`config.mk`:
```
export PLATFORM = sky130hd
export DESIGN_NAME = uart_top_flat
export DESIGN_NICKNAME = d
export VERILOG_FILES = /design/src/rtl/uart_top_if.sv /design/src/rtl/uart_top.sv /design/src/flat_wrapper.sv
export SDC_FILE = /design/constraint.sdc
export NUM_CORES = 1
export LEC_CHECK = 0
export BUFFER_PORTS_ARGS = -buffer_cell sky130_fd_sc_hd__buf_4
export CAP_MARGIN = 20
export CORE_ASPECT_RATIO = 0.5
export CORE_MARGIN = 5
export CORE_UTILIZATION = 55
export DETAILED_ROUTE_END_ITERATION = 6
export PLACE_DENSITY_LB_ADDON = 0.05
export SLEW_MARGIN = 20
export SYNTH_ARGS = -nofsm -noshare
export SYNTH_HDL_FRONTEND = slang
export SYNTH_SLANG_ARGS = --single-unit
```
`constraint.sdc`:
```
create_clock -name clk -period 2.2 [get_ports clk]
set_input_delay 0.33 -clock clk [delete_from_list [all_inputs] [get_ports clk]]
set_output_delay 0.33 -clock clk [all_outputs]
set_load 0.1 [all_outputs]
```
`src/rtl/uart_top_if.sv`:
```
// Loopback UART client bus: byte/request in, status and received byte out.
//   data_in   : byte to transmit, latched at frame start
//   transmit  : level-sensitive transmit request
//   TX_active : transmitter busy, start bit through stop bit
//   valid     : one-cycle strobe, good byte on data_out
//   error     : one-cycle strobe, stop bit sampled low
//   data_out  : last good received byte
interface uart_top_if;
    logic [7:0] data_in;
    logic       transmit;
    logic       TX_active;
    logic       valid;
    logic       error;
    logic [7:0] data_out;

    modport master (
        output data_in, transmit,
        input  TX_active, valid, error, data_out
    );

    modport slave (
        input  data_in, transmit,
        output TX_active, valid, error, data_out
    );
endinterface

```
`src/rtl/uart_top.sv`:
```
// UART 8N1 transmitter looped back into a UART receiver.
//   clk   : rising-edge clock for all logic
//   reset : synchronous, active-high
//   bus   : uart_top_if slave (data_in/transmit in; TX_active/valid/error/data_out out)
module uart_top #(
    parameter int unsigned CLKS_PER_BIT = 16
) (
    input  logic       clk,
    input  logic       reset,
    uart_top_if.slave  bus
);
    localparam int unsigned CNT_W = $clog2(CLKS_PER_BIT);
    localparam logic [CNT_W-1:0] BIT_LAST  = CNT_W'(CLKS_PER_BIT - 1);
    localparam logic [CNT_W-1:0] HALF_LAST = CNT_W'(CLKS_PER_BIT / 2 - 1);

    typedef enum logic [2:0] {TX_IDLE, TX_START, TX_DATA, TX_STOP, TX_CLEANUP} tx_state_t;
    typedef enum logic [1:0] {RX_IDLE, RX_START, RX_DATA, RX_STOP} rx_state_t;

    tx_state_t        tx_state;
    logic [CNT_W-1:0] tx_cnt;
    logic [2:0]       tx_idx;
    logic [7:0]       tx_shift;
    logic             tx_serial;
    logic             tx_active;

    rx_state_t        rx_state;
    logic [CNT_W-1:0] rx_cnt;
    logic [2:0]       rx_idx;
    logic [7:0]       rx_byte;
    logic [7:0]       data_out_q;
    logic             valid_q;
    logic             error_q;

    // Internal loopback line
    logic             rx_serial;
    assign rx_serial = tx_serial;

    // Transmitter: line and TX_active are registered alongside the state
    always_ff @(posedge clk) begin
        if (reset) begin
            tx_state  <= TX_IDLE;
            tx_cnt    <= '0;
            tx_idx    <= '0;
            tx_shift  <= '0;
            tx_serial <= 1'b1;
            tx_active <= 1'b0;
        end else begin
            case (tx_state)
                TX_IDLE: begin
                    tx_serial <= 1'b1;
                    tx_active <= 1'b0;
                    tx_cnt    <= '0;
                    tx_idx    <= '0;
                    if (bus.transmit) begin
                        tx_shift  <= bus.data_in;
                        tx_serial <= 1'b0;
                        tx_active <= 1'b1;
                        tx_state  <= TX_START;
                    end
                end
                TX_START: begin
                    if (tx_cnt == BIT_LAST) begin
                        tx_cnt    <= '0;
                        tx_serial <= tx_shift[0];
                        tx_state  <= TX_DATA;
                    end else begin
                        tx_cnt <= tx_cnt + CNT_W'(1);
                    end
                end
                TX_DATA: begin
                    if (tx_cnt == BIT_LAST) begin
                        tx_cnt <= '0;
                        if (tx_idx == 3'd7) begin
                            tx_serial <= 1'b1;
                            tx_state  <= TX_STOP;
                        end else begin
                            tx_idx    <= tx_idx + 3'd1;
                            tx_serial <= tx_shift[tx_idx + 3'd1];
                        end
                    end else begin
                        tx_cnt <= tx_cnt + CNT_W'(1);
                    end
                end
                TX_STOP: begin
                    if (tx_cnt == BIT_LAST) begin
                        tx_cnt    <= '0;
                        tx_active <= 1'b0;
                        tx_state  <= TX_CLEANUP;
                    end else begin
                        tx_cnt <= tx_cnt + CNT_W'(1);
                    end
                end
                TX_CLEANUP: begin
                    tx_serial <= 1'b1;
                    tx_state  <= TX_IDLE;
                end
                default: tx_state <= TX_IDLE;
            endcase
        end
    end

    // Receiver: half-bit start qualification, then mid-bit sampling
    always_ff @(posedge clk) begin
        if (reset) begin
            rx_state   <= RX_IDLE;
            rx_cnt     <= '0;
            rx_idx     <= '0;
            rx_byte    <= '0;
            data_out_q <= '0;
            valid_q    <= 1'b0;
            error_q    <= 1'b0;
        end else begin
            valid_q <= 1'b0;
            error_q <= 1'b0;
            case (rx_state)
                RX_IDLE: begin
                    rx_cnt <= '0;
                    rx_idx <= '0;
                    if (!rx_serial) rx_state <= RX_START;
                end
                RX_START: begin
                    if (rx_cnt == HALF_LAST) begin
                        rx_cnt   <= '0;
                        // A line back high at mid start bit is a glitch, not a frame
                        rx_state <= rx_serial ? RX_IDLE : RX_DATA;
                    end else begin
                        rx_cnt <= rx_cnt + CNT_W'(1);
                    end
                end
                RX_DATA: begin
                    if (rx_cnt == BIT_LAST) begin
                        rx_cnt          <= '0;
                        rx_byte[rx_idx] <= rx_serial;
                        if (rx_idx == 3'd7) rx_state <= RX_STOP;
                        else                rx_idx   <= rx_idx + 3'd1;
                    end else begin
                        rx_cnt <= rx_cnt + CNT_W'(1);
                    end
                end
                RX_STOP: begin
                    if (rx_cnt == BIT_LAST) begin
                        rx_cnt   <= '0;
                        rx_state <= RX_IDLE;
                        if (rx_serial) begin
                            data_out_q <= rx_byte;
                            valid_q    <= 1'b1;
                        end else begin
                            error_q    <= 1'b1;
                        end
                    end else begin
                        rx_cnt <= rx_cnt + CNT_W'(1);
                    end
                end
                default: rx_state <= RX_IDLE;
            endcase
        end
    end

    assign bus.TX_active = tx_active;
    assign bus.valid     = valid_q;
    assign bus.error     = error_q;
    assign bus.data_out  = data_out_q;
endmodule

```
`src/flat_wrapper.sv`:
```
// flat-port wrapper written by rule: the top's interface ports become plain ports
module uart_top_flat 
#(
    parameter int unsigned CLKS_PER_BIT = 16
)
  (clk, reset, bus_data_in, bus_transmit, bus_TX_active, bus_valid, bus_error, bus_data_out);
  uart_top_if bus_i ();
  input  logic clk;
  input  logic reset;
  input wire logic [$bits(bus_i.data_in)-1:0] bus_data_in;
  input wire logic [$bits(bus_i.transmit)-1:0] bus_transmit;
  output wire logic [$bits(bus_i.TX_active)-1:0] bus_TX_active;
  output wire logic [$bits(bus_i.valid)-1:0] bus_valid;
  output wire logic [$bits(bus_i.error)-1:0] bus_error;
  output wire logic [$bits(bus_i.data_out)-1:0] bus_data_out;
  assign bus_i.data_in = bus_data_in;
  assign bus_i.transmit = bus_transmit;
  assign bus_TX_active = bus_i.TX_active;
  assign bus_valid = bus_i.valid;
  assign bus_error = bus_i.error;
  assign bus_data_out = bus_i.data_out;
  uart_top #(.CLKS_PER_BIT(CLKS_PER_BIT)) u_core (.clk(clk), .reset(reset), .bus(bus_i));
endmodule
```
==> results of run 1 <==
critical path: stages (launching register included):
cell,delay [ns]
dfxtp_1,0.35
ha_1,0.34
mux4_1,0.54
mux2_2,0.28
o2111ai_2,0.16
nand3_1,0.09
metal layers:
| metal | vias to the layer above | global-route usage, % |
|---|---|---|
| li1 | 907 | - |
| met4 | 0 | 4.828 |
| met5 | - | 0 |
| met3 | 4 | 5.951 |
| met2 | 27 | 31.42 |
| met1 | 814 | 21.76 |
metrics by stage:
stage          cells  area [sq um]  worst slack (ns)  hold WS (ns)
2_1_floorplan    245          2127            0.3923        0.4313
3_3_place_gp     308          2321            0.3509        0.4437
3_5_place_dp     308          2321            0.3192        0.4493
4_1_cts          314          2394            0.3126        0.2686
5_1_grt          314          2394            0.1919        0.2705
6_report         314          2394            0.3182        0.2815
final cells by class:
| class | instances | area (sq um) |
|---|---|---|
| Sequential cell | 47 | 940.9 |
| Multi-Input combinational cell | 177 | 1106 |
| Timing Repair Buffer | 25 | 187.7 |
| Fill cell | 335 | 1430 |
| Inverter | 5 | 18.77 |
| Tap cell | 54 | 67.56 |
| Clock buffer | 6 | 72.57 |
cells by family (layout without fill, tap and decap cells):
logic type	Yosys count	count (layout)	share of synthesized area, %
compound gates	56	56	15.59
mux	14	14	8.177
fa+ha+maj	6	6	3.529
buf+inv	21	36	3.765
simple gates	98	98	23.47
flops	47	47	44.24
xor+xnor	3	3	1.236
placed cells by master, fill, tap and decap left out, types with 5 or more instances in the layout:
cell,synthesis,final
buf_4,0,25
nor4_1,6,6
nor2_1,24,24
a21oi_1,28,28
o21ai_0,15,15
mux2i_1,11,11
clkbuf_8,0,5
nor3_1,7,7
nor4b_1,5,5
dfxtp_1,47,47
nand2_1,31,31
ha_1,6,6
inv_1,5,5
power by group:
part           leakage (nW)  switching, W  internal [W]
combinational         0.486     0.0000642     0.0000418
sequential            0.381     0.0000159      0.000866
clock                0.0371      0.000254      0.000212
sequential cells by signal, indices dropped and copies added, names as in the netlist, named ones only:
| signal | flops |
|---|---|
| u_core.tx_idx | 3 |
| u_core.bus.error | 1 |
| u_core.bus.data_out | 8 |
| u_core.tx_shift | 8 |
| u_core.rx_byte | 8 |
| u_core.rx_cnt | 4 |
| u_core.tx_state | 3 |
| u_core.rx_serial | 1 |
| u_core.tx_cnt | 4 |
| u_core.rx_state | 1 |
| u_core.bus.valid | 1 |
| u_core.rx_idx | 3 |
| u_core.bus.TX_active | 1 |
synthesized netlist by cell type, types with 3 or more instances:
cell and count:
a21oi_1 28, and3_1 4, clkbuf_1 13, dfxtp_1 47
ha_1 6, inv_1 5, mux2i_1 11, nand2_1 31
nand3_1 4, nor2_1 24, nor3_1 7, nor3b_1 3
nor4_1 6, nor4b_1 5, o21a_1 3, o21ai_0 15
final timing paths:
path	cells after the start	end	slack, ns
hold / removal	3	u_core.tx_shift[2]	0.28
setup / recovery	5	u_core.rx_serial	0.32
setup reg to reg	5	u_core.rx_serial	0.32
hold reg to reg	2	u_core.tx_shift[3]	0.46
==> results.py, run 1 <==
metrics = {
    "synthesis": {
        "postSynthNetCount": 262,
        "post_synth_instance_area_sq_mm": 0.002127,
        "post-synth-top-area-cell": "dfxtp_1",
        "yosysSeqAreaShare_pct": 44.24,
        "async_reset_ff_share_pct": 0,
        "ys_top_cells_by_area": "dfxtp_1, a21oi_1, nand2_1",
        "number_of_enable_flip_flop_cells_after_synthesis": 0,
        "synthDominantCellAreaShare_pct": 44.24,
        "synth-warning-count": 0,
        "synth-seq-cells": 47,
        "ys_flop_type": "dfxtp_1",
        "synth_cells": 245,
        "avgSynthCellArea_sq_um": 8.682,
        "yosysUniqueCellTypes": 42,
    },
    "final_layout": {
        "drive_above_1_share_pct": 14.23,
        "layout.nets": 278,
        "insertedDiodeCount": 0,
        "final_core_utilization_pct": 62.60,
        "area_delta_synth_final_pct": 12.53,
    },
    "timing": {
        "finalClockSkew_ns": 0.006857,
        "grt_setup_unrepaired": "false",
        "finalMaxSlewViolations": 0,
        "worst_slew_pin_slew_ns": 0.4583,
        "timing.setup.tns_ns": 0,
        "timing.final.crit_share_pct": 85.54,
        "hold_violations": 0,
        "achievable-frequency_ghz": 0.5314,
        "slew_headroom_pct": 69.40,
        "final_period_minus_worst_setup_slack_ns": 1.882,
        "finalSetupViolCount": 0,
    },
    "setup_path": {
        "worst-setup-path-type": "flip-flop to flip-flop",
        "end_kind": "flip-flop",
        "crit_path_start": "u_core.tx_idx[0]",
        "critPathMaxFanout": 5,
        "worstPathRequired_ns": 2.37,
        "worst_setup_path_start_kind": "flip-flop",
        "regToRegStartpoint": "u_core.tx_idx[0]",
        "cp_data_arrival_time_ns": 2.05,
    },
    "clock_network": {
        "clock_sinks": 47,
        "postCtsResizedCells": 0,
        "cts_buffers": 5,
        "post_cts_setup_inserts": 0,
        "clk_latency_ns": 0.29,
        "path_clk_slew_ns": 0.08,
        "cts_max_level": 2,
        "cts_tree": "built",
        "post_cts_hold_buffer_count": 0,
        "max-clock-path-buffers": 2,
        "clock-root-buffer": "clkbuf_8",
    },
    "placement": {
        "place_hpwl_microns": 2892,
        "buffer_ports.inserted": 21,
        "gpl.final_weighted_congestion": 0.7442,
    },
    "detailed_routing": {
        "route.detailed.drc": 0,
        "via_per_inst": 5.580,
        "met2_wirelength_microns": 1872,
        "vias": 1752,
        "drt.antenna.violating_nets": 0,
        "route.final.wire_length_microns": 4105,
        "first_pass_iters": 5,
        "drt-initial-drc-count": 59,
        "detail_route.wirelength.met1_microns": 2043,
        "detail_route.wl_per_cell_microns": 13.07,
        "top_routing_layer_used": "met4",
        "wl_met3_microns": 152,
    },
    "die": {
        "design.portCount": 22,
        "die_area_sq_mm": 0.005287,
        "dieHeight_microns": 53.98,
        "core-area_sq_mm": 0.003824,
        "placementRows": 16,
        "chipWidth_microns": 97.95,
        "initial_core_util_pct": 55.63,
    },
    "flow_run": {
        "cap_violations": 0,
    },
    "grt": {
        "number_of_global_route_vias_before_repair": 1678,
        "grt_pass1_wl_microns": 7555,
        "globalRoute.totalOverflow": 0,
        "grt_use_total_pct": 17.95,
        "grt_antenna_before_repair": 0,
        "grt_start_max_net_pins": 41,
    },
    "worst_hold_path": {
        "min_path_type": "primary input to flip-flop",
        "worst_hold_startpoint": "bus_data_in[2]",
    },
    "run_status": {
        "run_status": "completed",
    },
    "power": {
        "p_leak_nw": 0.9036,
        "totalPowerFinal_w": 0.001453,
        "highest_ir_drop_seen_on_vdd_mv": 0.4219,
        "cellPowerDensity_mw_per_mm2": 607.1,
    },
}
(Power assumes the default switching activity.)
==> run 2: changes to the inputs <==
Settings changed: CELL_PAD_IN_SITES_DETAIL_PLACEMENT from default to 2, CELL_PAD_IN_SITES_GLOBAL_PLACEMENT from default to 2, CORE_UTILIZATION 55 to 35.
==> run 2 against run 1 <==
Effect of this change: worst setup slack worse by 0.047 ns; count of clock-buffer cells in the layout is 1 higher; highest routed layer unchanged; largest power group unchanged; cell area is 5.2% higher.
==> results.py, run 2 (same netlist as run 1, synthesis figures left out) <==
metrics = {
    "timing": {
        "finalSetupViolCount": 0,
        "timing.final.crit_share_pct": 87.67,
        "finalClockSkew_ns": 0.006412,
        "slew_headroom_pct": 64.16,
        "worst_slew_pin_slew_ns": 0.5368,
        "achievable-frequency_ghz": 0.5185,
        "timing.setup.tns_ns": 0,
        "finalMaxSlewViolations": 0,
        "grt_setup_unrepaired": "false",
        "hold_violations": 0,
        "final_period_minus_worst_setup_slack_ns": 1.929,
    },
    "die": {
        "die_area_sq_mm": 0.007831,
        "chipWidth_microns": 120.2,
        "placementRows": 20,
        "initial_core_util_pct": 35.56,
        "core-area_sq_mm": 0.005981,
        "dieHeight_microns": 65.13,
        "design.portCount": 22,
    },
    "worst_hold_path": {
        "min_path_type": "primary input to flip-flop",
        "worst_hold_startpoint": "bus_data_in[3]",
    },
    "clock_network": {
        "cts_tree": "built",
        "cts_max_level": 2,
        "clock-root-buffer": "clkbuf_16",
        "clock_sinks": 47,
        "max-clock-path-buffers": 2,
        "post_cts_hold_buffer_count": 0,
        "clk_latency_ns": 0.30,
        "path_clk_slew_ns": 0.07,
        "cts_buffers": 5,
        "post_cts_setup_inserts": 0,
        "postCtsResizedCells": 0,
    },
    "setup_path": {
        "worst_setup_path_start_kind": "flip-flop",
        "regToRegStartpoint": "u_core.rx_cnt[0]",
        "crit_end": "u_core.rx_byte[3]",
        "rr_worst_depth": 5,
        "worstPathRequired_ns": 2.37,
        "worst-setup-path-type": "flip-flop to flip-flop",
        "critical-path-slowest-cell": "nor4b_1",
        "cpPeakStageDelay_ns": 0.52,
        "timing.reg2reg.setup_slack_ns": 0.27,
        "cp_data_arrival_time_ns": 2.10,
        "critPathMaxFanout": 14,
        "critical_path.cell_chain": "ha_1, nand4_2, nor4b_1, mux2i_1, nor2_1",
        "end_kind": "flip-flop",
        "critical_path.reg2reg.endpoint": "u_core.rx_byte[3]",
        "crit_path_start": "u_core.rx_cnt[0]",
    },
    "placement": {
        "buffer_ports.inserted": 21,
        "gpl.final_weighted_congestion": 0.7573,
        "place_hpwl_microns": 4054,
        "placed_insts": 335,
    },
    "final_layout": {
        "area_delta_synth_final_pct": 18.35,
        "final_cell_mix": "dfxtp_1, nand2_1, buf_4",
        "layout_commonest_cell": "dfxtp_1",
        "drive_above_1_share_pct": 15.79,
        "layout.nets": 282,
        "instances_no_fill": 343,
        "insertedDiodeCount": 0,
        "final_core_utilization_pct": 42.09,
    },
    "power": {
        "cell_internal_power_w": 0.001332,
        "power_switching_share_pct": 23.59,
        "cellPowerDensity_mw_per_mm2": 692.6,
        "highest_ir_drop_seen_on_vdd_mv": 0.2395,
        "p_leak_nw": 0.9552,
        "power.combinational.fraction_pct": 6.8,
        "power.share.clock_pct": 42.7,
        "power.sequential.fraction_pct": 50.6,
        "p_sw_w": 0.0004113,
    },
    "detailed_routing": {
        "vias": 1858,
        "detail_route.wl_per_cell_microns": 16.64,
        "first_pass_iters": 4,
        "drt-initial-drc-count": 93,
        "via_per_inst": 5.417,
        "route.final.wire_length_microns": 5708,
        "route.detailed.drc": 0,
        "drt.antenna.violating_nets": 0,
    },
    "grt": {
        "grt_start_max_net_pins": 41,
        "globalRoute.totalOverflow": 0,
        "grt_use_total_pct": 16.15,
        "grt_antenna_before_repair": 0,
        "number_of_global_route_vias_before_repair": 2016,
        "grt_pass1_wl_microns": 9942,
    },
    "run_status": {
        "run_status": "completed",
    },
    "flow_run": {
        "cap_violations": 0,
    },
}
## run 2: changes by cell type in the layout (fill, tap and decap cells not counted)
cell,previous run,this run
clkbuf_16,0,5
clkbuf_8,5,0
clkinv_2,0,1
clkbuf_1,1,2
buf_4,25,29
## run 2: per-layer routing
| layer | global-route usage (%) | up-vias | wire length (microns) | part of all wire [%] |
|---|---|---|---|---|
| li1 | - | 919 | - | - |
| met1 | 19.83 | 908 | 2722 | 48 |
| met2 | 27.11 | 22 | 2694 | 47 |
| met3 | 4.385 | 9 | 191 | 3.3 |
| met4 | 6.780 | 0 | 99 | 1.7 |
| met5 | 0 | - | 0 | 0 |
## run 2: power groups by stage
stage               sequential [W]  combinational, W  clock, W
floorplan                 0.000904         0.0000703         0
CTS                       0.000882          0.000120  0.000768
finish                    0.000882          0.000118  0.000744
detailed placement        0.000901          0.000120         0
global route              0.000883          0.000131  0.000809
global placement          0.000900          0.000115         0
## run 2: metrics by stage
stage          total power [W]  hold slack [ns]  area (sq um)  setup WS, ns
2_1_floorplan        0.0009743           0.4313          2127        0.3923
5_1_grt               0.001823           0.2935          2517       0.07536
3_5_place_dp          0.001021           0.4574          2380        0.2548
6_report              0.001744           0.2814          2517        0.2714
4_1_cts               0.001770           0.2834          2517        0.2475
3_3_place_gp          0.001015           0.4418          2380        0.3381
## run 2: cell type report
class | count | area, sq um
clock inverter | 1 | 5.005
timing repair buffer | 29 | 217.7
clock buffer | 7 | 132.6
multi-input combinational | 177 | 1106
fill | 683 | 3463
tap | 77 | 96.34
sequential | 47 | 940.9
inverter | 5 | 18.77
## run 2: critical path: cells and delay by family, from the launching register on
kind                     cells  cell delay (ns)
AND/OR/NAND/NOR              3             0.91
flip-flops                   1             0.35
adder cells (fa/ha/maj)      1             0.29
multiplexers                 1             0.25
## run 2: worst min-delay path by stage
| stage | endpoint | slack (ns) | cells after the start |
|---|---|---|---|
| finish | u_core.tx_shift[3] | 0.28 | 3 |
| detailed placement | u_core.tx_shift[4] | 0.46 | 2 |
| floorplan | u_core.bus.data_out[0] | 0.43 | 2 |
| global placement | u_core.rx_cnt[0] | 0.44 | 1 |
| CTS | u_core.tx_shift[3] | 0.28 | 3 |
| global route | u_core.tx_shift[3] | 0.29 | 3 |
